### src/rtl/exec_pkg.sv
// Shared select codes and skid-buffer state encoding for the execute operand-select stage.
package exec_pkg;

    localparam logic [2:0] SEL_RF    = 3'd0;
    localparam logic [2:0] SEL_MEM   = 3'd1;
    localparam logic [2:0] SEL_IMM   = 3'd2;
    localparam logic [2:0] SEL_CONST = 3'd3;
    localparam logic [2:0] SEL_SEXT  = 3'd4;
    localparam logic [2:0] SEL_SFILL = 3'd5;
    localparam logic [2:0] SEL_ZERO  = 3'd6;
    localparam logic [2:0] SEL_ONES  = 3'd7;

    typedef enum logic [1:0] {
        SKID_EMPTY = 2'd0,
        SKID_ONE   = 2'd1,
        SKID_FULL  = 2'd2
    } skid_state_e;

endpackage

### src/rtl/exec_opsel_skid.sv
// Generic 2-entry skid buffer; ready is registered so nothing combinational runs from out_ready to in_ready.
//   state | meaning
//   EMPTY | no pair held, output invalid
//   ONE   | output register holds a pair
//   FULL  | output and skid registers both hold pairs, upstream stalled
module exec_opsel_skid
    import exec_pkg::*;
#(
    parameter int unsigned W = 32
) (
    input  logic         clk,
    input  logic         rst,
    input  logic         in_valid,
    output logic         in_ready,
    input  logic [W-1:0] in_data,
    output logic         out_valid,
    input  logic         out_ready,
    output logic [W-1:0] out_data
);

    skid_state_e  state_q, state_d;
    logic [W-1:0] out_q, out_d;
    logic [W-1:0] skid_q, skid_d;
    logic         valid_q, valid_d;
    logic         ready_q, ready_d;
    logic         acc;

    always_comb begin
        state_d = state_q;
        out_d   = out_q;
        skid_d  = skid_q;
        acc     = in_valid & ready_q;
        case (state_q)
            SKID_EMPTY: begin
                if (acc) begin
                    out_d   = in_data;
                    state_d = SKID_ONE;
                end
            end
            SKID_ONE: begin
                if (acc && out_ready) begin
                    out_d = in_data;
                end else if (acc) begin
                    skid_d  = in_data;
                    state_d = SKID_FULL;
                end else if (out_ready) begin
                    state_d = SKID_EMPTY;
                end
            end
            SKID_FULL: begin
                if (out_ready) begin
                    out_d   = skid_q;
                    state_d = SKID_ONE;
                end
            end
            default: state_d = SKID_EMPTY;
        endcase
        valid_d = (state_d != SKID_EMPTY);
        ready_d = (state_d != SKID_FULL);
    end

    // ready resets low and rises on the first edge after reset releases
    always_ff @(posedge clk or posedge rst) begin
        if (rst) begin
            state_q <= SKID_EMPTY;
            out_q   <= '0;
            skid_q  <= '0;
            valid_q <= 1'b0;
            ready_q <= 1'b0;
        end else begin
            state_q <= state_d;
            out_q   <= out_d;
            skid_q  <= skid_d;
            valid_q <= valid_d;
            ready_q <= ready_d;
        end
    end

    assign in_ready  = ready_q;
    assign out_valid = valid_q;
    assign out_data  = out_q;

endmodule

### src/rtl/exec_opsel_pipe.sv
// Execute operand-select stage: two source muxes, memory-stall gating and a skid buffer toward the ALU.
module exec_opsel_pipe
    import exec_pkg::*;
#(
    parameter int unsigned DATA_W  = 16,
    parameter int unsigned CONST_K = 2
) (
    input  logic              iClk,
    input  logic              iReset,
    input  logic              iValid,
    output logic              oReady,
    input  logic [2:0]        iSelIn1,
    input  logic [2:0]        iSelIn2,
    input  logic [DATA_W-1:0] iRF1,
    input  logic [DATA_W-1:0] iRF2,
    input  logic [DATA_W-1:0] iMem,
    input  logic              iMemValid,
    input  logic [DATA_W-1:0] iImm1,
    input  logic [DATA_W-1:0] iImm2,
    output logic              oValid,
    input  logic              iReady,
    output logic [DATA_W-1:0] oR1,
    output logic [DATA_W-1:0] oR2,
    output logic              oMemWait
);

    localparam int unsigned       H       = DATA_W / 2;
    localparam logic [DATA_W-1:0] CONST_V = DATA_W'(CONST_K);

    function automatic logic [DATA_W-1:0] pick(
        input logic [2:0]        sel,
        input logic [DATA_W-1:0] rf,
        input logic [DATA_W-1:0] mem,
        input logic [DATA_W-1:0] imm
    );
        logic [DATA_W-1:0] r;
        case (sel)
            SEL_RF:    r = rf;
            SEL_MEM:   r = mem;
            SEL_IMM:   r = imm;
            SEL_CONST: r = CONST_V;
            SEL_SEXT:  r = {{H{rf[H-1]}}, rf[H-1:0]};
            SEL_SFILL: r = {DATA_W{rf[DATA_W-1]}};
            SEL_ZERO:  r = '0;
            SEL_ONES:  r = '1;
            default:   r = '0;
        endcase
        return r;
    endfunction

    logic [DATA_W-1:0]   op1, op2;
    logic                need_mem;
    logic                mem_ok;
    logic                skid_ready;
    logic [2*DATA_W-1:0] out_pair;

    // immediates are cross-wired: operand 1 reads iImm2, operand 2 reads iImm1
    always_comb begin
        op1      = pick(iSelIn1, iRF1, iMem, iImm2);
        op2      = pick(iSelIn2, iRF2, iMem, iImm1);
        need_mem = (iSelIn1 == SEL_MEM) | (iSelIn2 == SEL_MEM);
        mem_ok   = ~need_mem | iMemValid;
    end

    exec_opsel_skid #(
        .W(2 * DATA_W)
    ) u_skid (
        .clk      (iClk),
        .rst      (iReset),
        .in_valid (iValid & mem_ok),
        .in_ready (skid_ready),
        .in_data  ({op1, op2}),
        .out_valid(oValid),
        .out_ready(iReady),
        .out_data (out_pair)
    );

    assign oReady   = skid_ready;
    assign oMemWait = iValid & skid_ready & need_mem & ~iMemValid;
    assign oR1      = out_pair[2*DATA_W-1:DATA_W];
    assign oR2      = out_pair[DATA_W-1:0];

endmodule

### config.mk
export PLATFORM = sky130hd
export DESIGN_NAME = exec_opsel_pipe
export DESIGN_NICKNAME = d
export VERILOG_FILES = /design/src/rtl/exec_pkg.sv /design/src/rtl/exec_opsel_skid.sv /design/src/rtl/exec_opsel_pipe.sv
export SDC_FILE = /design/constraint.sdc
export NUM_CORES = 1
export LEC_CHECK = 0
export ABC_AREA = 1
export BUFFER_PORTS_ARGS = -buffer_cell sky130_fd_sc_hd__buf_2
export CAP_MARGIN = 20
export CORE_ASPECT_RATIO = 1.1
export CORE_MARGIN = 10
export CORE_UTILIZATION = 40
export CTS_CLUSTER_SIZE = 12
export DETAILED_ROUTE_END_ITERATION = 10
export SETUP_SLACK_MARGIN = 0.5
export SYNTH_ARGS = -nofsm -noshare
export SYNTH_HDL_FRONTEND = slang
export SYNTH_HIERARCHICAL = 1
export SYNTH_SLANG_ARGS = --single-unit
### constraint.sdc
create_clock -name iClk -period 2.1 [get_ports iClk]
set_input_delay 0.21 -clock iClk [delete_from_list [all_inputs] [get_ports iClk]]
set_output_delay 0.21 -clock iClk [all_outputs]
set_load 0.05 [all_outputs]
; ---- Word-level counts from Yosys, hierarchy flattened
; Index checks and enable logic that the tools add are counted.
[classes]
n_eq_ne = 20
muxes = 12
n_bitwise = 10
n_reduce_logical = 8
[op_table]
columns = cell, count
row1 = 16-bit case mux with 8 select lines, 2
row2 = 32-bit 2-to-1 mux, 3
row3 = 32-bit case mux with 3 select lines, 1
row4 = "3-bit == test, second input constant", 8
row5 = "3-bit by 2-bit == test with 1-bit output, second input constant", 4
row6 = 2-bit 2-to-1 mux, 5
row7 = "3-bit by 1-bit == test with 1-bit output, second input constant", 2
row8 = 3-bit logical NOT, 2
row9 = 2-bit case mux with 3 select lines, 1
row10 = 1-bit AND, 5
row11 = "2-bit by 1-bit inequality test with 1-bit output, second input constant", 2
row12 = "2-bit inequality test, second input constant", 2
row13 = 4-bit AND reduction, 1
row14 = 1-bit NOT, 3
row15 = 3-bit AND reduction, 1
row16 = 3-bit nonzero test, 1
row17 = "2-bit by 1-bit == test with 1-bit output, second input constant", 1
row18 = "2-bit == test, second input constant", 1
row19 = 2-bit logical NOT, 1
row20 = 1-bit OR, 2
row21 = 2-bit nonzero test, 1
row22 = 1-bit logical AND, 1
[word_totals]
reg_bits = 68
input_bits = 91
output_inout_bits = 35

; ---- Depth between registers and ports, before layout
; Gate-level depths: netlist of run 1.
[depth]
word_depth = 10
ltp_mapped = 12

; ---- Cells and area by module
; The synthesis of run 1 kept the hierarchy.
[modules_own_cells]
columns = module, instances, cells_each, area_each_um2, seq_area_each_um2
row1 = exec_opsel_skid, 1, 380, 3219.3, 1701.6
row2 = exec_opsel_pipe, 1, 214, 1039.7, 0.0

; ---- Worst setup path before layout of run 1
; OpenSTA, ideal clock, no wires.
[synth_timing]
path_kind = register to output
start = register u_skid.ready_q (netlist: u_skid/in_ready)
end = output oMemWait
t_arrival_ns = 1.431
slack_ns = 0.459
path_stages_with_launch = 3
path_cell_list = dfrtp_1 -> nand3_1 -> nor2_1
[synth_between]
elab_chain_len = 3
[synth_rtl]
columns = element, line_no
row1 = start: declaration, exec_opsel_skid.sv:25  ; logic ready_q, ready_d;
row2 = start signal: assignment, exec_opsel_skid.sv:75  ; ready_q <= ready_d;
row3 = 1-bit AND (3 in a row), exec_opsel_pipe.sv:79  ; assign oMemWait = iValid & skid_ready & need_mem & ~iMemValid;
row4 = end: declaration, exec_opsel_pipe.sv:24  ; output logic oMemWait
; No other way between the ends.

; ---- Worst setup path in the final report of run 1
[layout_timing]
start = register u_skid.state_q[1]
end = register u_skid.skid_q[13]
[layout_between]
elab_chain_len = 2
[layout_rtl]
columns = element, line_no
row1 = start: declaration, exec_opsel_skid.sv:21  ; skid_state_e state_q, state_d;
row2 = start signal: assignment, exec_opsel_skid.sv:71  ; state_q <= state_d;
row3 = 2-bit by 1-bit == test with 1-bit output, exec_opsel_skid.sv:33  ; case (state_q)
row4 = 3-bit AND reduction (no line), n/a
row5 = end signal: assignment, exec_opsel_skid.sv:73  ; skid_q <= skid_d;
row6 = end: declaration, exec_opsel_skid.sv:23  ; logic [W-1:0] skid_q, skid_d;
; No other way between the ends.
; A chain may end at the register's enable or synchronous reset.

==> flow_summary.ini, run 1 <==
[outcome]
status = complete, no violations

[worst_setup_path]
r2r_slack_ns = 0.56
worstPathMaxFanout = 11
worstReg2RegStart = u_skid/state_q[1]$_DFF_PP0_
critPathCaptureType = flip-flop
arrival_ns = 1.79
required_ns = 2.36
critPathLaunchType = flip-flop
ff2ff_path_depth = 8
crit_type = flip-flop to flip-flop
rr_endpoint = u_skid/skid_q[13]$_DFFE_PP0P_

[routing]
drt_iter0_drc = 358
via_per_inst = 4.93
ant_nets = 0
vias = 4275
dr.pass1.iters = 5
wl_um = 14100
route.detailed.drc = 0
wl_per_cell_um = 16.2

[die]
start_util_pct = 41.0
fp.dieW_um = 118
dieArea_um2 = 15200
io_pins = 126
die_h_um = 128
rows = 39
core-area_um2 = 10400

[yosys]
ys_ff_latch = 68
netlist_instances = 594
avgSynthCellArea_um2 = 7.17
synth_fp_nets = 685
yosysSeqAreaShare_pct = 40.0
ys_warn_count = 6
synth_cell_types = 24
synthesis.area_um2 = 4260

[global_routing]
use_met2_pct = 28.0
grt_overflow_total = 0
antenna_found_initial = 0
gr-usage-met1_pct = 23.0
grt_pass1_vias = 4322
grt_max_degree = 69
grt_first_pass_wirelength_um = 22000
globalRouteTotalUtil_pct = 18.0
grt_use_met3_pct = 6.34
busiest_layer = met2

[timing]
max_slew_margin_pct = 68.9
fin_skew_ns = 0.00592
finalSetupTns_ns = 0
fin_crit_sh_pct = 73.2
finalHoldViolations = 0
rsz0062_at_grt = false
fin_crit_ns = 1.54
worstMarginPinSlew_ns = 0.465
max_freq_mhz = 651
drv_slew = 0
setup_viol = 0

[power]
irDropWorstVdd_mv = 0.653
power.density_nw_per_um2 = 1240
power_leakage_uw = 0.00289
total_power_uw = 6600

[placement]
dp_cells = 843
dp_hpwl_um = 10500
io_buffer_count = 125
gp_congestion = 0.908

[clock_network]
cts_sinks = 68
clock_path_buffers = 2
worstSkewPairLatency_ns = 0.33
cts_tree = built
cts_buffers = 9
cts_root_buffer = clkbuf_16
cts.clk_slew.worst_paths_ns = 0.05
h-tree-depth = 3

[hold_path]
hold_path.class = input pin to flip-flop
min_path_cells = 5
hp-start = iRF1[12]
min_to = u_skid/skid_q[28]$_DFFE_PP0P_

[layout]
final_cells = 867
fin_nets = 813
syn_to_final_growth_pct = 25.4
diodes = 0
final.fill_count = 1072
regArea_um2 = 1700
most-common-layout-cells = nand2_1, buf_2, nand3_1, dfrtp_1
layout_commonest_cell = nand2_1
multi_input_area_um2 = 2140
drive_above_1_share_pct = 29.6

[run]
maxCapViolCount = 0
-- worst max path at each step --
stage	from	end	slack (ns)
finish	u_skid/state_q[1]$_DFF_PP0_	u_skid/skid_q[13]$_DFFE_PP0P_	0.56
global route	u_skid/state_q[1]$_DFF_PP0_	u_skid/skid_q[14]$_DFFE_PP0P_	0.49
CTS	u_skid/state_q[0]$_DFF_PP0_	u_skid/out_data[10]$_DFFE_PP0P_	0.51
detailed placement	iSelIn1[2]	u_skid/out_data[5]$_DFFE_PP0P_	0.12
global placement	iSelIn1[2]	u_skid/out_data[6]$_DFFE_PP0P_	0.23
floorplan	iSelIn1[2]	u_skid/out_data[0]$_DFFE_PP0P_	0.58
-- state kept, by name (all words and copies together) (netlist names) --
signal and flops:
u_skid/out_data 32, u_skid/out_valid 1, u_skid/state_q 2, u_skid/skid_q 32, u_skid/in_ready 1
-- cell type report --
class	count	area share, %
multi-input combinational	452	40.1
sequential	68	31.9
timing repair buffer	149	17.0
clock buffer	13	4.50
tap	143	3.35
inverter	42	3.07
-- layer usage --
metal	vias to the layer above	routed length [µm]
met1	1935	6320
met5	-	0
met2	157	6380
met4	0	199
li1	2167	-
met3	16	1170
-- metrics by stage --
| step | util [%] | hold slack, ns | setup slack [ns] | cell area, µm² |
|---|---|---|---|---|
| floorplan | - | 0.367 | 0.585 | 4270 |
| global placement | 47.7 | 0.336 | 0.228 | 4950 |
| detailed placement | 47.7 | 0.343 | 0.124 | 4950 |
| CTS | 50.4 | 0.215 | 0.507 | 5230 |
| global route | 51.4 | 0.246 | 0.494 | 5340 |
| finish | 51.4 | 0.223 | 0.564 | 5340 |
-- logic make-up (layout without fill, tap and decap cells) --
group / count (synthesis) / count (layout) / synth area share, %
flip-flops: 68 / 68 / 40.0
buffers and inverters: 74 / 204 / 9.90
AND/OR/NAND/NOR: 403 / 403 / 43.4
AO/OA/AOI/OAI: 49 / 49 / 6.70
-- power by group --
part	total [µW]	internal, µW	leakage [µW]	switching, µW
Clock	1280	779	0.000116	500
Combinational	3110	836	0.00192	2280
Sequential	2210	1920	0.000858	291
-- synthesized netlist by cell type, drive strengths merged --
| cell type | number | area [µm²] |
|---|---|---|
| inv | 41 | 154 |
| a21boi | 1 | 7.51 |
| nor3 | 2 | 32.5 |
| clkinv | 1 | 3.75 |
| nand3 | 86 | 443 |
| buf | 29 | 253 |
| or2 | 1 | 6.26 |
| o21ai | 48 | 278 |
| dfrtp | 68 | 1700 |
| nand2 | 255 | 1040 |
| nand4 | 23 | 144 |
| nor2 | 36 | 185 |
| clkbuf | 3 | 11.3 |
-- worst max-delay path, stage by stage (launching register included) --
cell and delay, ns:
dfrtp_2 0.42, buf_4 0.19, inv_2 0.09, nand3_2 0.09
nor2_4 0.22, buf_12 0.15, buf_6 0.18, nand2_2 0.07
o21ai_2 0.05
-- timing repair --
item	4_1_cts	5_1_grt
hold buffers	1	0
buffers inserted	4	3
gates cloned	0	3
pin swaps	2	1
endpoints found under the hold margin	24	0
resized for setup	0	5
endpoints found under the setup margin	31	36
Power figures use the tool's default switching activity.
==> inputs of run 2 (changes only) <==
PLACE_DENSITY = 0.67   (was default)
clock period = 1.4 ns   (was 2.1 ns; I/O delays follow)
==> run 2 against run 1 <==
Against the previous run:
- die area unchanged
- final cell count up 9.7%
- routed wire length up 18%
- sequential power up 57%
- global-route usage up 0.74 points
- cell area up 26%
- critical path depth down 1
- total power up 90%
- register-to-register slack worse by 0.54 ns
- sequential cell count unchanged
- combinational power up 110%
- maximum frequency up 11%
- critical endpoint is now u_skid/out_data[28]$_DFFE_PP0P_
==> flow_summary.ini, run 2 (synthesis results as in run 1) <==
[worst_setup_path]
critPathTopFamily = buffers and inverters
rr_endpoint = u_skid/out_data[28]$_DFFE_PP0P_
critPathCaptureType = flip-flop
cp-endpoint = u_skid/out_data[28]$_DFFE_PP0P_
crit_type = flip-flop to flip-flop
worst-path-buf-inv = 3
critPathSlowestCell = dfrtp_2
r2r_slack_ns = 0.02
critPathLaunchType = flip-flop
worstPathMaxFanout = 32
arrival_ns = 1.60
critical_path.startpoint = u_skid/state_q[1]$_DFF_PP0_
slowest_delay_ns = 0.44
worst-path-stages = 7
required_ns = 1.62
ff2ff_path_depth = 7
worstReg2RegStart = u_skid/state_q[1]$_DFF_PP0_
path_cells = buf_4 > buf_6 > nor2_4 > nand2_4 > buf_12 > nand3_1 > nand2_1

[global_routing]
antenna_found_initial = 0
globalRouteTotalUtil_pct = 18.7
grt_first_pass_wirelength_um = 23200
grt_pass1_vias = 4662
grt_overflow_total = 0
grt_max_degree = 34

[die]
io_pins = 126
dieArea_um2 = 15200
fp.dieW_um = 118
start_util_pct = 41.0
rows = 39
die_h_um = 128
core-area_um2 = 10400

[timing]
fin_crit_ns = 1.38
finalHoldViolations = 0
max_freq_mhz = 725
setup_ws_ns = 0.0208
worstMarginPinSlew_ns = 0.327
drv_slew = 0
max_slew_margin_pct = 78.2
fin_skew_ns = 0.0103
fin_crit_sh_pct = 98.5
setup_viol = 0
rsz0062_at_grt = true

[hold_path]
hold_path.class = input pin to flip-flop

[clock_network]
cts_buffers = 9
h-tree-depth = 3
cts_sinks = 68
cts_tree = built
clock_path_buffers = 2
worstSkewPairLatency_ns = 0.34
cts.clk_slew.worst_paths_ns = 0.06
cts_root_buffer = clkbuf_16

[layout]
post-route-util_pct = 64.5
multi_input_area_um2 = 2310
most-common-layout-cells = nand2_1, buf_2, nand3_1, buf_4, dfrtp_1
layout_commonest_cell = nand2_1
regArea_um2 = 1700
diodes = 0
syn_to_final_growth_pct = 57.4
final.fill_count = 887
drive_above_1_share_pct = 41.1
fin_nets = 894

[outcome]
status = complete, no violations

[placement]
gp_congestion = 0.906
io_buffer_count = 125
dp_hpwl_um = 11200
place_ws_ns = -0.0452

[routing]
vias = 4888
dr.pass1.iters = 5
route.detailed.drc = 0
via_per_inst = 5.14
ant_nets = 0
drt_iter0_drc = 428
wl_per_cell_um = 17.4
wl_um = 16600

[power]
p_seq_share_pct = 27.5
comb_power_share_pct = 52.8
irDropWorstVdd_mv = 1.00
power.density_nw_per_um2 = 1870
power_switching_uw = 5370
p_int_uw = 7180
power_leakage_uw = 0.00362
p_clk_share_pct = 19.6
switching_share_pct = 42.8

[run]
maxCapViolCount = 0
==> run 2: timing repair <==
item	in CTS	in global routing
cloned	1	9
hold endpoints to repair	17	0
gates resized for setup	100	50
buffers inserted	17	22
endpoints found under the setup margin	103	154
hold buffers	1	0
pin swaps	6	4
==> run 2: layout make-up <==
cell class,count,area share [%]
multi-input cells,452,34.5
clock inverters,5,1.12
inverters,42,2.52
clock buffers,11,3.62
flip-flops and latches,68,25.4
well taps,143,2.67
repair buffers,230,30.1
==> run 2: through the flow <==
step	std cells	TNS, ns	hold WS [ns]	area, µm²	power (µW)
4_1_cts	920	0	0.158	6190	11700
6_report	951	0	0.167	6700	12600
5_1_grt	951	0	0.196	6700	13100
3_5_place_dp	885	-1.08	0.186	5410	8200
2_1_floorplan	594	0	0.297	4340	6820
3_3_place_gp	885	-0.00411	0.185	5410	8100
==> run 2: worst min-delay path, delay by kind of cell <==
family	cells	cell delay (ns)
AND/OR/NAND/NOR	3	0.19
buffers and inverters	1	0.07
AO/OA/AOI/OAI	1	0.06
==> run 2: power groups by stage <==
| stage | Sequential (µW) | Clock (µW) | Combinational (µW) |
|---|---|---|---|
| global route | 3550 | 2560 | 7020 |
| detailed placement | 3340 | 0 | 4860 |
| finish | 3460 | 2470 | 6630 |
| floorplan | 5000 | 0 | 1830 |
| global placement | 3310 | 0 | 4790 |
| CTS | 3430 | 2450 | 5860 |
==> run 2: how the worst min path moves through the flow <==
stage	slack (ns)	from	to	depth (start not counted)
2_1_floorplan	0.30	iReset	u_skid/out_data[0]$_DFFE_PP0P_	1
3_3_place_gp	0.18	iReset	u_skid/out_valid$_DFF_PP0_	2
3_5_place_dp	0.19	iReset	u_skid/out_valid$_DFF_PP0_	2
4_1_cts	0.16	iRF1[10]	u_skid/skid_q[26]$_DFFE_PP0P_	5
5_1_grt	0.20	iRF1[10]	u_skid/skid_q[26]$_DFFE_PP0P_	5
6_report	0.17	iRF1[12]	u_skid/skid_q[28]$_DFFE_PP0P_	5
==> run 2: per-layer routing <==
| metal | GRT usage (%) | wire length, µm |
|---|---|---|
| met4 | 6.69 | 405 |
| met3 | 4.85 | 1220 |
| met1 | 22.0 | 6430 |
| met5 | 0 | 0 |
| met2 | 32.5 | 8510 |
==> inputs of run 3 (changes only) <==
CELL_PAD_IN_SITES_DETAIL_PLACEMENT = 0   (was default)
CELL_PAD_IN_SITES_GLOBAL_PLACEMENT = 1   (was default)
CORE_UTILIZATION = 33   (was 40)
PLACE_DENSITY = default   (was 0.67)
PLACE_DENSITY_LB_ADDON = 0.1   (was default)
==> run 3 against run 2 <==
Against the previous run:
- sequential power hardly changed
- register-to-register slack better by 0.02 ns
- final cell count is 2.2% higher
- clock-buffer cell count is 1 lower
- highest routed layer unchanged
==> flow_summary.ini, run 3 (synthesis results as in run 1) <==
[worst_setup_path]
critPathLaunchType = flip-flop
worstPathMaxFanout = 8
crit_type = flip-flop to flip-flop
critPathCaptureType = flip-flop
required_ns = 1.65
arrival_ns = 1.61

[timing]
fin_skew_ns = 0.00838
finalHoldViolations = 0
setup_ws_ns = 0.0437
fin_crit_ns = 1.36
setup_viol = 0
rsz0062_at_grt = true
max_slew_margin_pct = 72.5
worstMarginPinSlew_ns = 0.410
fin_crit_sh_pct = 96.9
drv_slew = 0
max_freq_mhz = 737

[clock_network]
clock_path_buffers = 2
cts_buffers = 9
h-tree-depth = 3
cts_tree = built
worstSkewPairLatency_ns = 0.34
cts.clk_slew.worst_paths_ns = 0.06
cts_sinks = 68
cts_root_buffer = clkbuf_16

[layout]
design_area_um2 = 6890
fin_nets = 900
final.fill_count = 1200
drive_above_1_share_pct = 44.7
syn_to_final_growth_pct = 61.7
layout_commonest_cell = nand2_1
most-common-layout-cells = nand2_1, buf_2, nand3_1, buf_4, dfrtp_1

[power]
power.density_nw_per_um2 = 1850
power_leakage_uw = 0.00363
irDropWorstVdd_mv = 1.37

[outcome]
status = complete, no violations

[routing]
ant_nets = 0
wl_um = 16800
route.detailed.drc = 0
vias = 4748
wl_per_cell_um = 17.3
drt_iter0_drc = 278
via_per_inst = 4.88
dr.pass1.iters = 7

[die]
io_pins = 126
die_h_um = 139
rows = 43
fp.dieW_um = 128
dieArea_um2 = 17900
start_util_pct = 33.7
core-area_um2 = 12600

[placement]
placed_cell_area_um2 = 5360
dp_hpwl_um = 11600
io_buffer_count = 125
gp_congestion = 0.863
place_ws_ns = -0.116

[hold_path]
hold_path.class = input pin to flip-flop

[global_routing]
grt_first_pass_wirelength_um = 25000
grt_max_degree = 69
globalRouteTotalUtil_pct = 17.5
grt_pass1_vias = 4619
grt_overflow_total = 0
antenna_found_initial = 0

[run]
maxCapViolCount = 0
-- run 3: cell count changes in the layout (fill, tap and decap cells not counted), moves of 2 or more --
cell and change:
nand2_4 -7, buf_8 -2, o21ai_0 -9, o21ai_2 +10, buf_16 +5, nand2_1 -13
nand2_2 +19, clkinvlp_4 +2
-- run 3: metal layers --
metal	GRT usage, %	wire, µm
met1	23.0	7430
met2	26.5	7990
met3	6.16	1210
met4	4.51	197
met5	0	0
-- run 3: worst paths after layout --
check	from	end	slack, ns	depth (start not counted)
setup / recovery	u_skid/state_q[1]$_DFF_PP0_	u_skid/skid_q[19]$_DFFE_PP0P_	0.04	8
hold / removal	iRF1[11]	u_skid/skid_q[27]$_DFFE_PP0P_	0.16	5
setup reg to reg	u_skid/state_q[1]$_DFF_PP0_	u_skid/skid_q[19]$_DFFE_PP0P_	0.04	8
hold reg to reg	u_skid/skid_q[0]$_DFFE_PP0P_	u_skid/skid_q[0]$_DFFE_PP0P_	0.48	2
max in group asynchronous	iReset	u_skid/in_ready$_DFF_PP0_	0.63	4
min in group asynchronous	iReset	u_skid/out_data[11]$_DFFE_PP0P_	0.45	4
-- run 3: power breakdown --
| group | switching (µW) | internal, µW |
|---|---|---|
| Clock | 873 | 1420 |
| Sequential | 543 | 2880 |
| Combinational | 4000 | 2990 |
-- run 3: layout make-up --
class	count	area, µm²	share of cell area, %
timing repair buffer	236	2150	31.3
multi-input combinational	452	2360	34.3
inverter	42	164	2.38
sequential	68	1700	24.7
tap	157	196	2.85
clock buffer	10	239	3.47
antenna	1	2.50	0.0363
clock inverter	6	63.8	0.926
-- run 3: through the flow --
stage / cells / utilization [%] / hold slack, ns / setup TNS, ns / power, µW
2_1_floorplan: 594 / - / 0.297 / 0 / 6820
3_3_place_gp: 896 / 42.4 / 0.265 / -2.12 / 8080
3_5_place_dp: 896 / 42.4 / 0.266 / -5.29 / 8170
4_1_cts: 942 / 49.8 / 0.149 / 0 / 11800
5_1_grt: 971 / 54.5 / 0.183 / -0.00141 / 13400
6_report: 972 / 54.5 / 0.164 / 0 / 12700
-- run 3: worst max-delay path, cell delays in order (launching register included) --
cell     delay [ns]
dfrtp_2        0.42
inv_2          0.07
nand3_2        0.09
nor2_4         0.15
buf_6          0.11
buf_12         0.16
buf_16         0.13
nand2_2        0.04
o21ai_1        0.09
-- run 3: repair_timing --
item / 4_1_cts / 5_1_grt
endpoints found under the setup margin: 103 / 103
gates resized for setup: 103 / 80
cloned: 7 / 11
setup buffers: 22 / 18
hold buffers: 1 / 0
pin swaps: 5 / 19
endpoints found under the hold margin: 68 / 0
